**config.mk**
```make
export PLATFORM = sky130hd
export DESIGN_NAME = ifmap_row_loader
export DESIGN_NICKNAME = d
export VERILOG_FILES = /design/src/rtl/ifmap_row_loader.sv
export SDC_FILE = /design/constraint.sdc
export NUM_CORES = 1
export LEC_CHECK = 0
export ABC_AREA = 1
export BUFFER_PORTS_ARGS = -buffer_cell sky130_fd_sc_hd__buf_2
export CORE_MARGIN = 8
export CORE_UTILIZATION = 50
export DETAILED_ROUTE_END_ITERATION = 10
export PLACE_DENSITY = 0.77
export SLEW_MARGIN = 25
export SYNTH_ARGS = -nofsm -noshare
export SYNTH_HDL_FRONTEND = slang
export SYNTH_SLANG_ARGS = --single-unit
```
**constraint.sdc**
```tcl
create_clock -name clk -period 4.44 [get_ports clk]
set_input_delay 1.11 -clock clk [delete_from_list [all_inputs] [get_ports clk]]
set_output_delay 1.11 -clock clk [all_outputs]
set_load 0.02 [all_outputs]
```
**src/rtl/ifmap_row_loader.sv**
```systemverilog
// ifmap_row_loader
//   Feeds one ifmap row from the global buffer into the PE's ifmap scratchpad.
//   The scratchpad is treated as a circular buffer. The loader tells the PE
//   controller when FILTER_SIZE elements (a full sliding window) are resident.
//   Each window release frees STRIDE entries, so the next elements can stream
//   in while the PE is still computing.
//
// Ports
//   clk, rst        : rising-edge clock, synchronous active-high reset
//   start           : begin loading a row (only honoured while idle)
//   in_valid/in_data/in_ready : upstream element stream (valid/ready)
//   ifmap_wen/ifmap_w_addr/ifmap_din : scratchpad write port (same-edge write)
//   win_release     : PE controller finished the current window
//   win_valid       : a full window is resident, starting at win_base
//   busy            : a row is in progress
//   done            : one-cycle pulse after the last window of the row is released
//   release_err     : sticky flag, a release arrived with no window resident
module ifmap_row_loader #(
  parameter int WIDTH            = 4,
  parameter int SIZE_IFMAP       = 4,
  parameter int ADDR_WIDTH_IFMAP = $clog2(SIZE_IFMAP),
  parameter int FILTER_SIZE      = 3,
  parameter int STRIDE           = 1,
  parameter int ROW_LEN          = 6,
  parameter int NUM_WIN          = (ROW_LEN - FILTER_SIZE) / STRIDE + 1
) (
  input  logic                        clk,
  input  logic                        rst,
  input  logic                        start,
  input  logic                        in_valid,
  input  logic [WIDTH-1:0]            in_data,
  output logic                        in_ready,
  output logic                        ifmap_wen,
  output logic [ADDR_WIDTH_IFMAP-1:0] ifmap_w_addr,
  output logic [WIDTH-1:0]            ifmap_din,
  input  logic                        win_release,
  output logic                        win_valid,
  output logic [ADDR_WIDTH_IFMAP-1:0] win_base,
  output logic                        busy,
  output logic                        done,
  output logic                        release_err
);

  localparam int AW     = ADDR_WIDTH_IFMAP;
  localparam int CW     = ADDR_WIDTH_IFMAP + 1;   // count reaches SIZE_IFMAP
  localparam int IN_CW  = $clog2(ROW_LEN + 1);
  localparam int WIN_CW = $clog2(NUM_WIN + 1);

  localparam logic [AW-1:0]     LAST_ADDR = AW'(SIZE_IFMAP - 1);
  localparam logic [CW-1:0]     SIZE_C    = CW'(SIZE_IFMAP);
  localparam logic [CW-1:0]     FILTER_C  = CW'(FILTER_SIZE);
  localparam logic [CW-1:0]     STRIDE_C  = CW'(STRIDE);
  localparam logic [IN_CW-1:0]  LAST_IN   = IN_CW'(ROW_LEN - 1);
  localparam logic [WIN_CW-1:0] NUM_WIN_C = WIN_CW'(NUM_WIN);
  localparam logic [WIN_CW-1:0] LAST_WIN  = WIN_CW'(NUM_WIN - 1);

  typedef enum logic [1:0] {IDLE, LOAD, DRAIN} state_t;

  state_t              state_reg, state_next;
  logic [AW-1:0]       wptr_reg, wptr_next;
  logic [AW-1:0]       rptr_reg, rptr_next;
  logic [CW-1:0]       count_reg, count_next;
  logic [IN_CW-1:0]    in_cnt_reg, in_cnt_next;
  logic [WIN_CW-1:0]   win_cnt_reg, win_cnt_next;
  logic                release_err_reg;
  logic                done_reg;

  logic                accept;
  logic                rel;
  logic                window_ok;
  logic [CW-1:0]       rptr_sum;
  logic [CW-1:0]       rptr_wrapped;

  // Window availability depends on registered state only.
  assign window_ok = (count_reg >= FILTER_C) && (win_cnt_reg < NUM_WIN_C);

  // ---------------------------------------------------------------- FSM: state register
  always_ff @(posedge clk) begin
    if (rst) begin
      state_reg <= IDLE;
    end else begin
      state_reg <= state_next;
    end
  end

  // ---------------------------------------------------------------- FSM: next state
  always_comb begin
    state_next = state_reg;
    case (state_reg)
      IDLE:    if (start) state_next = LOAD;
      LOAD:    if (accept && (in_cnt_reg == LAST_IN)) state_next = DRAIN;
      DRAIN:   if (rel && (win_cnt_reg == LAST_WIN)) state_next = IDLE;
      default: state_next = IDLE;
    endcase
  end

  // ---------------------------------------------------------------- FSM: outputs
  // in_ready looks only at the registered count, so a release in the same
  // cycle cannot open the input; the freed slot becomes usable next cycle.
  always_comb begin
    in_ready  = 1'b0;
    win_valid = 1'b0;
    busy      = 1'b0;
    case (state_reg)
      LOAD: begin
        busy      = 1'b1;
        in_ready  = (count_reg < SIZE_C);
        win_valid = window_ok;
      end
      DRAIN: begin
        busy      = 1'b1;
        win_valid = window_ok;
      end
      default: ;
    endcase
  end

  assign accept       = in_valid && in_ready;
  assign rel          = win_release && win_valid;

  assign ifmap_wen    = accept;
  assign ifmap_w_addr = wptr_reg;
  assign ifmap_din    = in_data;
  assign win_base     = rptr_reg;
  assign done         = done_reg;
  assign release_err  = release_err_reg;

  // ---------------------------------------------------------------- datapath next values
  // rptr + STRIDE never exceeds 2*SIZE_IFMAP-2, so one conditional subtract
  // wraps correctly for depths that are not a power of two.
  always_comb begin
    rptr_sum     = {1'b0, rptr_reg} + STRIDE_C;
    rptr_wrapped = (rptr_sum >= SIZE_C) ? (rptr_sum - SIZE_C) : rptr_sum;

    wptr_next    = wptr_reg;
    rptr_next    = rptr_reg;
    in_cnt_next  = in_cnt_reg;
    win_cnt_next = win_cnt_reg;

    if (accept) begin
      wptr_next   = (wptr_reg == LAST_ADDR) ? '0 : (wptr_reg + AW'(1));
      in_cnt_next = in_cnt_reg + IN_CW'(1);
    end
    if (rel) begin
      rptr_next    = rptr_wrapped[AW-1:0];
      win_cnt_next = win_cnt_reg + WIN_CW'(1);
    end

    // Accept and release in the same cycle are both applied.
    count_next = count_reg + {{(CW-1){1'b0}}, accept} - (rel ? STRIDE_C : '0);
  end

  // ---------------------------------------------------------------- datapath registers
  always_ff @(posedge clk) begin
    if (rst) begin
      wptr_reg        <= '0;
      rptr_reg        <= '0;
      count_reg       <= '0;
      in_cnt_reg      <= '0;
      win_cnt_reg     <= '0;
      release_err_reg <= 1'b0;
      done_reg        <= 1'b0;
    end else begin
      if ((state_reg == IDLE) && start) begin
        wptr_reg    <= '0;
        rptr_reg    <= '0;
        count_reg   <= '0;
        in_cnt_reg  <= '0;
        win_cnt_reg <= '0;
      end else begin
        wptr_reg    <= wptr_next;
        rptr_reg    <= rptr_next;
        count_reg   <= count_next;
        in_cnt_reg  <= in_cnt_next;
        win_cnt_reg <= win_cnt_next;
      end
      // A release without a resident window changes nothing but this flag.
      if (win_release && !win_valid) begin
        release_err_reg <= 1'b1;
      end
      done_reg <= (state_reg == DRAIN) && rel && (win_cnt_reg == LAST_WIN);
    end
  end

endmodule

```
==> results of run 1 <==
==> metal layers <==
metal / track usage [%] / wire length [µm] / vias to the layer above / share of wire [%]
li1: - / - / 377 / -
met1: 11.5 / 743 / 338 / 44
met2: 18.2 / 827 / 13 / 49
met3: 3.47 / 98 / 4 / 5.8
met4: 6.48 / 27 / 0 / 1.6
met5: 0 / 0 / - / 0
==> cells in the final DEF (no fill, tap or decap) <==
cell,n
nand2_4,1
dfxtp_1,17
a21oi_2,1
nand4_1,1
clkinv_2,2
nand3_1,4
buf_2,14
o21ai_0,3
fa_1,1
o21a_1,1
a21oi_1,11
nor2_4,1
o21ai_1,1
ha_1,11
nand2_1,14
inv_1,17
nand3_2,1
clkbuf_4,3
nor2_2,1
nor3_1,1
xor2_1,4
inv_2,2
nor2_8,1
nor2_1,14
==> worst min-delay path, cell delays in order, from the launching register on <==
cell,delay [ps]
dfxtp_1,340
inv_1,50
a21oi_1,50
==> power breakdown <==
group	internal, µW	total, µW	switching (µW)
Clock	33.6	83.7	50.1
Combinational	63.5	186	123
Sequential	169	184	14.6
==> cells by family after synthesis <==
logic type / share of synthesized area, %
compound gates: 9.86
fa+ha+maj: 17.0
flops: 36.8
simple gates: 21.1
xor+xnor: 3.78
buf+inv: 11.5
==> cell type report <==
type / count / area share (%)
sequential: 17 / 33.2
clock buffer: 3 / 2.20
multi-input combinational: 72 / 46.8
tap: 25 / 3.05
clock inverter: 1 / 0.488
timing repair buffer: 14 / 6.84
inverter: 20 / 7.45
==> through the flow <==
step | util (%) | total power (µW) | worst slack, ps | area [µm²]
5_1_grt | 59.3 | 487 | 1560 | 1020
6_report | 59.3 | 453 | 1620 | 1020
3_3_place_gp | 57.8 | 365 | 1640 | 997
2_1_floorplan | - | 334 | 1920 | 926
4_1_cts | 59.3 | 458 | 1610 | 1020
3_5_place_dp | 57.8 | 375 | 1620 | 997
==> worst max-delay path by stage <==
stage	slack, ps	to
after CTS	1610	ifmap_wen
after detailed placement	1620	ifmap_wen
after floorplan	1920	ifmap_wen
final	1620	ifmap_wen
after global placement	1640	ifmap_wen
after global routing	1560	ifmap_wen
==> run metrics, run 1 <==
outcome finished, final reports clean; Via Count 732; Residual DRC 0; Hold Buf Count CTS 0; CTS Sinks 17; reg2reg start state_reg[0]; slowest stage delay, CP 180 ps; insertion delay to the later sink of the worst-skew pair 300 ps; worst r2r dst count_reg[2]; WL/cell 11.2 µm; synthesized flop and latch total 17; row cnt 15; worst path required time 3330 ps; top cells by count, synth dfxtp_1, inv_1, nand2_1, nor2_1; post-synthesis sequential area ratio 36.8%; CTS root buf clkbuf_4; PD cells 442 nW/µm²; remaining antenna violation count 0; port bufs 14; placed insts 148; synthesized area 926 µm²; cell family with the largest share of critical-path delay buffers and inverters; Final Non-Filler Cells 152; final hold slack 473 ps; # fillers 171; min Tclk post-route 2820 ps; crit path launch type primary input; setup bufs post-CTS 0; Syn-to-layout area delta 10.7%; Overflow after GRT 0; chip width 59.0 µm; Hold Crit Start in_cnt_reg[2]; Post-Syn Nets 134; placed wire-length estimate 1.36 mm; CTS tree built; R2R cell count 12; routability congestion estimate from global placement 0.727; Ys Warns 0; Crit-path slowest cell buf_2; crit end category output pin; DRC violation total after the first TritonRoute iteration 5; ys flop type dfxtp_1; type of the tightest min-delay check reg2reg; final hold viol count 0; top area cells in the synthesized netlist dfxtp_1, ha_1, inv_1; final-stage net count 149; crit path launch in_valid; largest net degree at the start of global routing 11; Critical Path AT 1710 ps; Syn Area/Cell 8.19 µm²; Register Area 340 µm²; Fin Clk Skew 8.30 ps; Boundary Pins 23; n_diodes 0; Longest Clk Path Bufs 2; clk slew on worst S/H paths 100 ps; Initial Utilization 53.6%; Worst Hold End in_cnt_reg[2]; RSZ-0062 raised after global routing no; H-Tree Level Count 1; Most common cell on crit path buf_2; ratio of cells with drive above 1 in the final layout 21.3%; Peak Freq 0.355 GHz; Post-synth ARST share 0%; CTS resizes 0; Die Y 59.0 µm; First-pass DRT Iterations 2; Gate Count Post-Synth 113; Yosys top cell area share 36.8%; total CTS buffers 3; final WL 1.70 mm; Tcrit/Tclk final 63.5%; Yosys cell types 23; Max-Cap Viols 0; Max Transition Viols Final 0; setup_tns 0 ps; initial antenna violation count 0; vias in the first global route 724; Relative slew margins 62.6%; first-pass GRT wire length 2.94 mm; critical-path maximum fanout 7; Hold Path Depth 2; Placeable Area 1730 µm²; Leakage 0.000543 µW; Slew @ Worst Pin 561 ps; worst ir drop on vdd 208 µV; GRT Resource Usage Total 10.8%; # setup viols final 0; Die Area 3480 µm²; Buf/Inv on CP 3; count of flip-flops with a built-in enable after synthesis 0; dominant cell type by area after synthesis dfxtp_1; reg2reg setup slack 2120 ps; CP Cell Sequence buf_2 > nand2_1 > clkinv_2 > buf_2; via/cell ratio 4.82; footprint of the multi-input gates 479 µm²; WP depth 4; kind of critical path in2out
Power figures use the tool's default switching activity.
==> run 2, diff against run 1 <==
==> constraint.sdc (replaced) <==
create_clock -name clk -period 2.8 [get_ports clk]
set_input_delay 0.7 -clock clk [delete_from_list [all_inputs] [get_ports clk]]
set_output_delay 0.7 -clock clk [all_outputs]
set_load 0.02 [all_outputs]
==> run 2 against run 1 <==
Compared with the run above:
- utilization decreased by 0.072 points
- register-to-register slack got worse by 1700 ps
- largest cell class unchanged
- final area decreased by 0.12%
- global-route usage decreased by 0.74 points
- clock power increased by 53%
- final cell count unchanged
==> run metrics, run 2 (synthesized netlist as in run 1, its figures left out) <==
outcome finished, final reports clean; Syn-to-layout area delta 10.5%; PD cells 695 nW/µm² (+57%); slowest stage delay, CP 370 ps (+190 ps); reg2reg start state_reg[0]; Max-Cap Viols 0 (unchanged); worst path required time 2100 ps (-1230 ps); setup bufs post-CTS 0 (unchanged); first-pass GRT wire length 2.78 mm (-5.4%); Slew @ Worst Pin 548 ps (-13.1 ps); Hold Crit Start in_cnt_reg[2]; Initial Utilization 53.6% (unchanged); crit path launch state_reg[1]; Comb pwr share 41.3% (+0.3 points); min Tclk post-route 2340 ps; insertion delay to the later sink of the worst-skew pair 290 ps (about the same); Via Count 712 (-2.7%); worst setup margin 461 ps (-1160 ps); footprint of the multi-input gates 479 µm² (unchanged); critical-path maximum fanout 7 (unchanged); CP Cell Sequence inv_1 > ha_1 > inv_1 > nor2_4 > nand2_1 > clkinv_2 > buf_2; First-pass DRT Iterations 4 (+2); remaining antenna violation count 0 (unchanged); Peak Freq 0.428 GHz; final WL 1.53 mm (-9.9%); Die Y 59.0 µm (unchanged); final hold viol count 0 (unchanged); Residual DRC 0 (unchanged); type of the tightest min-delay check reg2reg; Register Area 340 µm² (unchanged); clk slew on worst S/H paths 90 ps (about the same); commonest cells after routing, fill and taps aside inv_1, dfxtp_1, nand2_1, nor2_1, buf_2; pre-CTS setup slack 495 ps (-1120 ps); crit path launch type flip-flop; CTS resizes 0 (unchanged); RSZ-0062 raised after global routing no; kind of critical path reg2out; Most common cell on crit path inv_1; Hold Buf Count CTS 0 (unchanged); internal power 424 µW (+59%); initial antenna violation count 0 (unchanged); crit end category output pin; # fillers 173 (+1.2%); Longest Clk Path Bufs 2 (unchanged); Finished Cell Area 1020 µm² (-0.12%); Crit-path slowest cell dfxtp_1; row cnt 15 (unchanged); Leakage 0.000540 µW (-0.50%); WL/cell 10.1 µm (-9.9%); CTS root buf clkbuf_4; CTS tree built; port bufs 14 (unchanged); Boundary Pins 23 (unchanged); # setup viols final 0 (unchanged); H-Tree Level Count 1 (unchanged); Placeable Area 1730 µm² (unchanged); Tcrit/Tclk final 83.5%; Relative slew margins 63.4% (+0.88 points); n_diodes 0 (unchanged); placed wire-length estimate 1.26 mm (-7.5%); Fin Clk Skew 6.19 ps (-2.11 ps); via/cell ratio 4.68 (-2.7%); Overflow after GRT 0 (unchanged); largest net degree at the start of global routing 10 (-1); switching power 288 µW (+54%); setup_tns 0 ps (unchanged); Critical Path AT 1640 ps (-70 ps); chip width 59.0 µm (unchanged); Max Transition Viols Final 0 (unchanged); routability congestion estimate from global placement 0.826 (+14%); Switching Fraction 40.5% (-0.85 points); GRT Resource Usage Total 10.1% (-0.74 points); final-stage net count 149 (unchanged); Die Area 3480 µm² (unchanged); Clk pwr share 18.0% (-0.5 points); total CTS buffers 3 (unchanged); placed inst area 997 µm² (unchanged); DRC violation total after the first TritonRoute iteration 15 (+10); CTS Sinks 17 (unchanged); worst ir drop on vdd 398 µV (+92%); vias in the first global route 677 (-6.5%); ratio of cells with drive above 1 in the final layout 20.5% (-0.79 points); Seq pwr share 40.7% (+0.2 points)
[run 2: cell count changes in the layout (fill, tap and decap cells not counted), sizes merged]
cell	change
clkinv	-1
clkbuf	+1
[run 2: cell type report]
class	count	area share [%]
Multi-Input combinational cell	72	46.8
Sequential cell	17	33.3
Inverter	20	7.46
Timing Repair Buffer	14	6.85
Tap cell	25	3.06
Clock buffer	4	2.57
[run 2: power groups by stage]
| stage | registers (µW) | logic (µW) | clock network (µW) |
|---|---|---|---|
| finish | 290 | 294 | 128 |
| global route | 293 | 337 | 142 |
| CTS | 289 | 297 | 135 |
| detailed placement | 295 | 297 | 0 |
| global placement | 293 | 287 | 0 |
| floorplan | 295 | 235 | 0 |
[run 2: final timing paths]
kind	to	slack [ps]	cells past startpoint
max	ifmap_wen	460	7
min	in_cnt_reg[2]	470	2
max reg2reg	count_reg[2]	470	12
min reg2reg	in_cnt_reg[2]	470	2
[run 2: per-stage QoR]
stage          power, µW  utilization (%)  std cells  hold slack, ps
6_report             712             59.3        152             472
5_1_grt              772             59.3        152             517
3_3_place_gp         580             57.8        148             444
2_1_floorplan        530                -        113             435
4_1_cts              722             59.3        152             471
3_5_place_dp         591             57.8        148             456
[run 2: worst max-delay path, delay by kind of cell, from the launching register on]
kind                     cells  cell delay, ps
buffers and inverters        4             540
flip-flops                   1             370
AND/OR/NAND/NOR              2             230
adder cells (fa/ha/maj)      1             210
[run 2: routing by layer]
layer	vias up	share of wire (%)	GRT usage, %
met3	5	5.9	2.82
met4	0	2.2	6.48
li1	378	-	-
met2	13	47	16.0
met1	316	45	11.6
met5	-	0	0
==> run 3, diff against run 2 <==
--- a/config.mk
+++ b/config.mk
@@ -5,12 +5,12 @@
 export SDC_FILE = /design/constraint.sdc
 export NUM_CORES = 1
 export LEC_CHECK = 0
-export ABC_AREA = 1
+export ABC_AREA = 0
 export BUFFER_PORTS_ARGS = -buffer_cell sky130_fd_sc_hd__buf_2
 export CORE_MARGIN = 8
-export CORE_UTILIZATION = 50
+export CORE_UTILIZATION = 46
 export DETAILED_ROUTE_END_ITERATION = 10
-export PLACE_DENSITY = 0.77
+export PLACE_DENSITY = 0.74
 export SLEW_MARGIN = 25
 export SYNTH_ARGS = -nofsm -noshare
 export SYNTH_HDL_FRONTEND = slang
==> constraint.sdc (replaced) <==
create_clock -name clk -period 2 [get_ports clk]
set_input_delay 0.5 -clock clk [delete_from_list [all_inputs] [get_ports clk]]
set_output_delay 0.5 -clock clk [all_outputs]
set_load 0.02 [all_outputs]
==> run 3 against run 2 <==
Compared with the run above:
- combinational power grew 66%
- wire length grew 8.0%
- utilization shrank 1.1 points
- flip-flop and latch count is the same
- highest routed layer unchanged
==> run metrics, run 3 <==
PD cells 950 nW/µm² (+37%); Critical Path AT 2110 ps (+470 ps); synthesized area 913 µm² (-1.4%); final hold slack 445 ps (-26.1 ps); count of flip-flops with a built-in enable after synthesis 0 (unchanged); H-Tree Level Count 1 (unchanged); vias in the first global route 632 (-6.6%); row cnt 16 (+1); CTS Sinks 17 (unchanged); pre-CTS setup slack 28.7 ps (-467 ps); first-pass GRT wire length 2.77 mm (-0.50%); Yosys cell types 28 (+22%); final-stage net count 135 (-9.4%); RSZ-0062 raised after global routing yes; top area cells in the synthesized netlist dfxtp_1, ha_1, nor2_1; switching power 373 µW (+29%); outcome finished, final reports clean; First-pass DRT Iterations 4 (unchanged); CTS tree built; min Tclk post-route 1940 ps; R2R cell count 10 (-2); ys flop type dfxtp_1; Post-synth ARST share 0% (unchanged); port bufs 14 (unchanged); largest net degree at the start of global routing 14 (+4); DRC violation total after the first TritonRoute iteration 15 (unchanged); # fillers 180 (+4.0%); top cells by count, synth dfxtp_1, nor2_1, ha_1, inv_1, mux2i_1; Via Count 647 (-9.1%); clk slew on worst S/H paths 100 ps (about the same); post-synthesis sequential area ratio 37.3% (+0.50 points); Post-Syn Nets 116 (-13%); worst path required time 2170 ps (+70 ps); Switching Fraction 35.1% (-5.4 points); final hold viol count 0 (unchanged); critical-path maximum fanout 3 (-4); Clk pwr share 16.9% (-1.1 points); Boundary Pins 23 (unchanged); crit path launch type flip-flop; Relative slew margins 72.2% (+8.7 points); Overflow after GRT 0 (unchanged); Hold Path Depth 2 (unchanged); remaining antenna violation count 0 (unchanged); Peak Freq 0.515 GHz; initial antenna violation count 0 (unchanged); Residual DRC 0 (unchanged); Comb pwr share 45.8% (+4.5 points); setup_tns 0 ps (unchanged); synthesized flop and latch total 17 (unchanged); count leader, synth dfxtp_1; internal power 689 µW (+63%); routability congestion estimate from global placement 0.753 (-8.8%); GRT Resource Usage Total 9.92% (-0.18 points); Leakage 0.000488 µW (-9.6%); Die Y 60.6 µm (+2.6%); crit end category flip-flop; reg2reg start state_reg[0]; placed wire-length estimate 1.30 mm (+3.3%); Worst Hold End release_err; kind of critical path reg2reg; type of the tightest min-delay check in2reg; footprint of the multi-input gates 544 µm² (+14%); Yosys top cell area share 37.3% (+0.50 points); Tcrit/Tclk final 97.1%; commonest non-fill, non-tap cell in the layout nor2_1; Initial Utilization 47.5% (-6.1 points); Longest Clk Path Bufs 2 (unchanged); Max-Cap Viols 0 (unchanged); final core occ 58.1% (-1.1 points); Hold Buf Count CTS 0 (unchanged); worst ir drop on vdd 494 µV (+24%); insertion delay to the later sink of the worst-skew pair 280 ps (about the same); worst r2r dst count_reg[2]; Fin Clk Skew 4.03 ps (-2.16 ps); commonest cells after routing, fill and taps aside nor2_1, dfxtp_1, buf_2; Syn Area/Cell 9.61 µm² (+17%); ratio of cells with drive above 1 in the final layout 37.2% (+17 points); Register Area 348 µm² (+2.2%); WL/cell 11.8 µm (+17%); n_diodes 0 (unchanged); dominant cell type by area after synthesis dfxtp_1; Syn-to-layout area delta 22.3%; Gate Count Post-Synth 95 (-16%); Hold Crit Start rst; worst setup margin 58.4 ps (-403 ps); Placeable Area 1920 µm² (+11%); Ys Warns 0 (unchanged); Max Transition Viols Final 0 (unchanged); chip width 60.6 µm (+2.6%); CTS root buf clkbuf_4; reg2reg setup slack 60 ps (-410 ps); final WL 1.65 mm (+8.0%); via/cell ratio 4.62 (-1.3%); Seq pwr share 37.3% (-3.4 points); Die Area 3670 µm² (+5.3%); # setup viols final 0 (unchanged); total CTS buffers 3 (unchanged); Slew @ Worst Pin 417 ps (-131 ps)
[run 3: cell types whose count changed in the layout (fill, tap and decap cells not counted), moves of 4 or more]
cell | previous run | this run
inv_1 | 17 | 7
nand2b_1 | 0 | 4
ha_1 | 11 | 7
dfxtp_1 | 17 | 13
buf_4 | 0 | 7
nand2_1 | 14 | 2
mux2i_1 | 0 | 5
nand3_1 | 4 | 0
a21oi_1 | 11 | 2
[run 3: timing repair]
action                     in CTS  in global routing
setup endpoints to repair       2                  4
pin swaps                       0                  4
resized for setup               5                  4
buffers inserted                0                  1
[run 3: power groups by stage]
| stage | logic [µW] | clock network (µW) | registers [µW] |
|---|---|---|---|
| after floorplan | 350 | 0 | 406 |
| after global placement | 444 | 0 | 398 |
| after detailed placement | 452 | 0 | 399 |
| after CTS | 467 | 191 | 394 |
| after global routing | 533 | 208 | 399 |
| final | 487 | 179 | 396 |
[run 3: how the worst max path moves through the flow]
stage	slack [ps]	end	startpoint	cells past startpoint
5_1_grt	-20	count_reg[2]	state_reg[0]	10
4_1_cts	10	ifmap_wen	state_reg[0]	5
2_1_floorplan	-80	count_reg[2]	count_reg[2]	10
6_report	60	count_reg[2]	state_reg[0]	10
3_5_place_dp	30	count_reg[2]	count_reg[1]	9
3_3_place_gp	60	count_reg[2]	state_reg[0]	10
[run 3: logic make-up (layout without fill, tap and decap cells)]
logic type,after synthesis,count (layout),share of synthesized area (%)
AND/OR/NAND/NOR,27,27,14.9
flip-flops,17,17,37.3
buffers and inverters,17,35,8.77
adder cells (fa/ha/maj),12,12,17.3
AO/OA/AOI/OAI,11,11,10.5
XOR/XNOR,6,6,5.75
multiplexers,5,5,5.48
[run 3: layer usage]
layer / up-vias / track usage (%) / part of all wire (%)
li1: 340 / - / -
met1: 282 / 11.5 / 44
met2: 21 / 14.8 / 43
met3: 4 / 4.87 / 11
met4: 0 / 4.98 / 2.2
met5: - / 0 / 0
[run 3: metrics by stage]
step	area (µm²)	cells	power, µW
finish	1120	140	1060
global placement	1060	135	842
floorplan	956	95	756
global route	1120	140	1140
CTS	1090	139	1050
detailed placement	1060	135	851
[run 3: final cells by class]
cell class | count | area share, %
multi-input combinational | 61 | 48.7
inverter | 11 | 3.70
clock buffer | 4 | 2.35
timing repair buffer | 20 | 11.1
sequential | 17 | 31.1
tap | 27 | 3.02
[run 3: worst max-delay path, cell delays in order, from the launching register on]
cell,delay [ps]
dfxtp_2,350
inv_2,60
ha_4,260
nor2b_4,160
o211ai_4,90
xnor2_1,150
ha_2,190
inv_2,30
fa_1,360
xor2_1,130
nor2_1,50
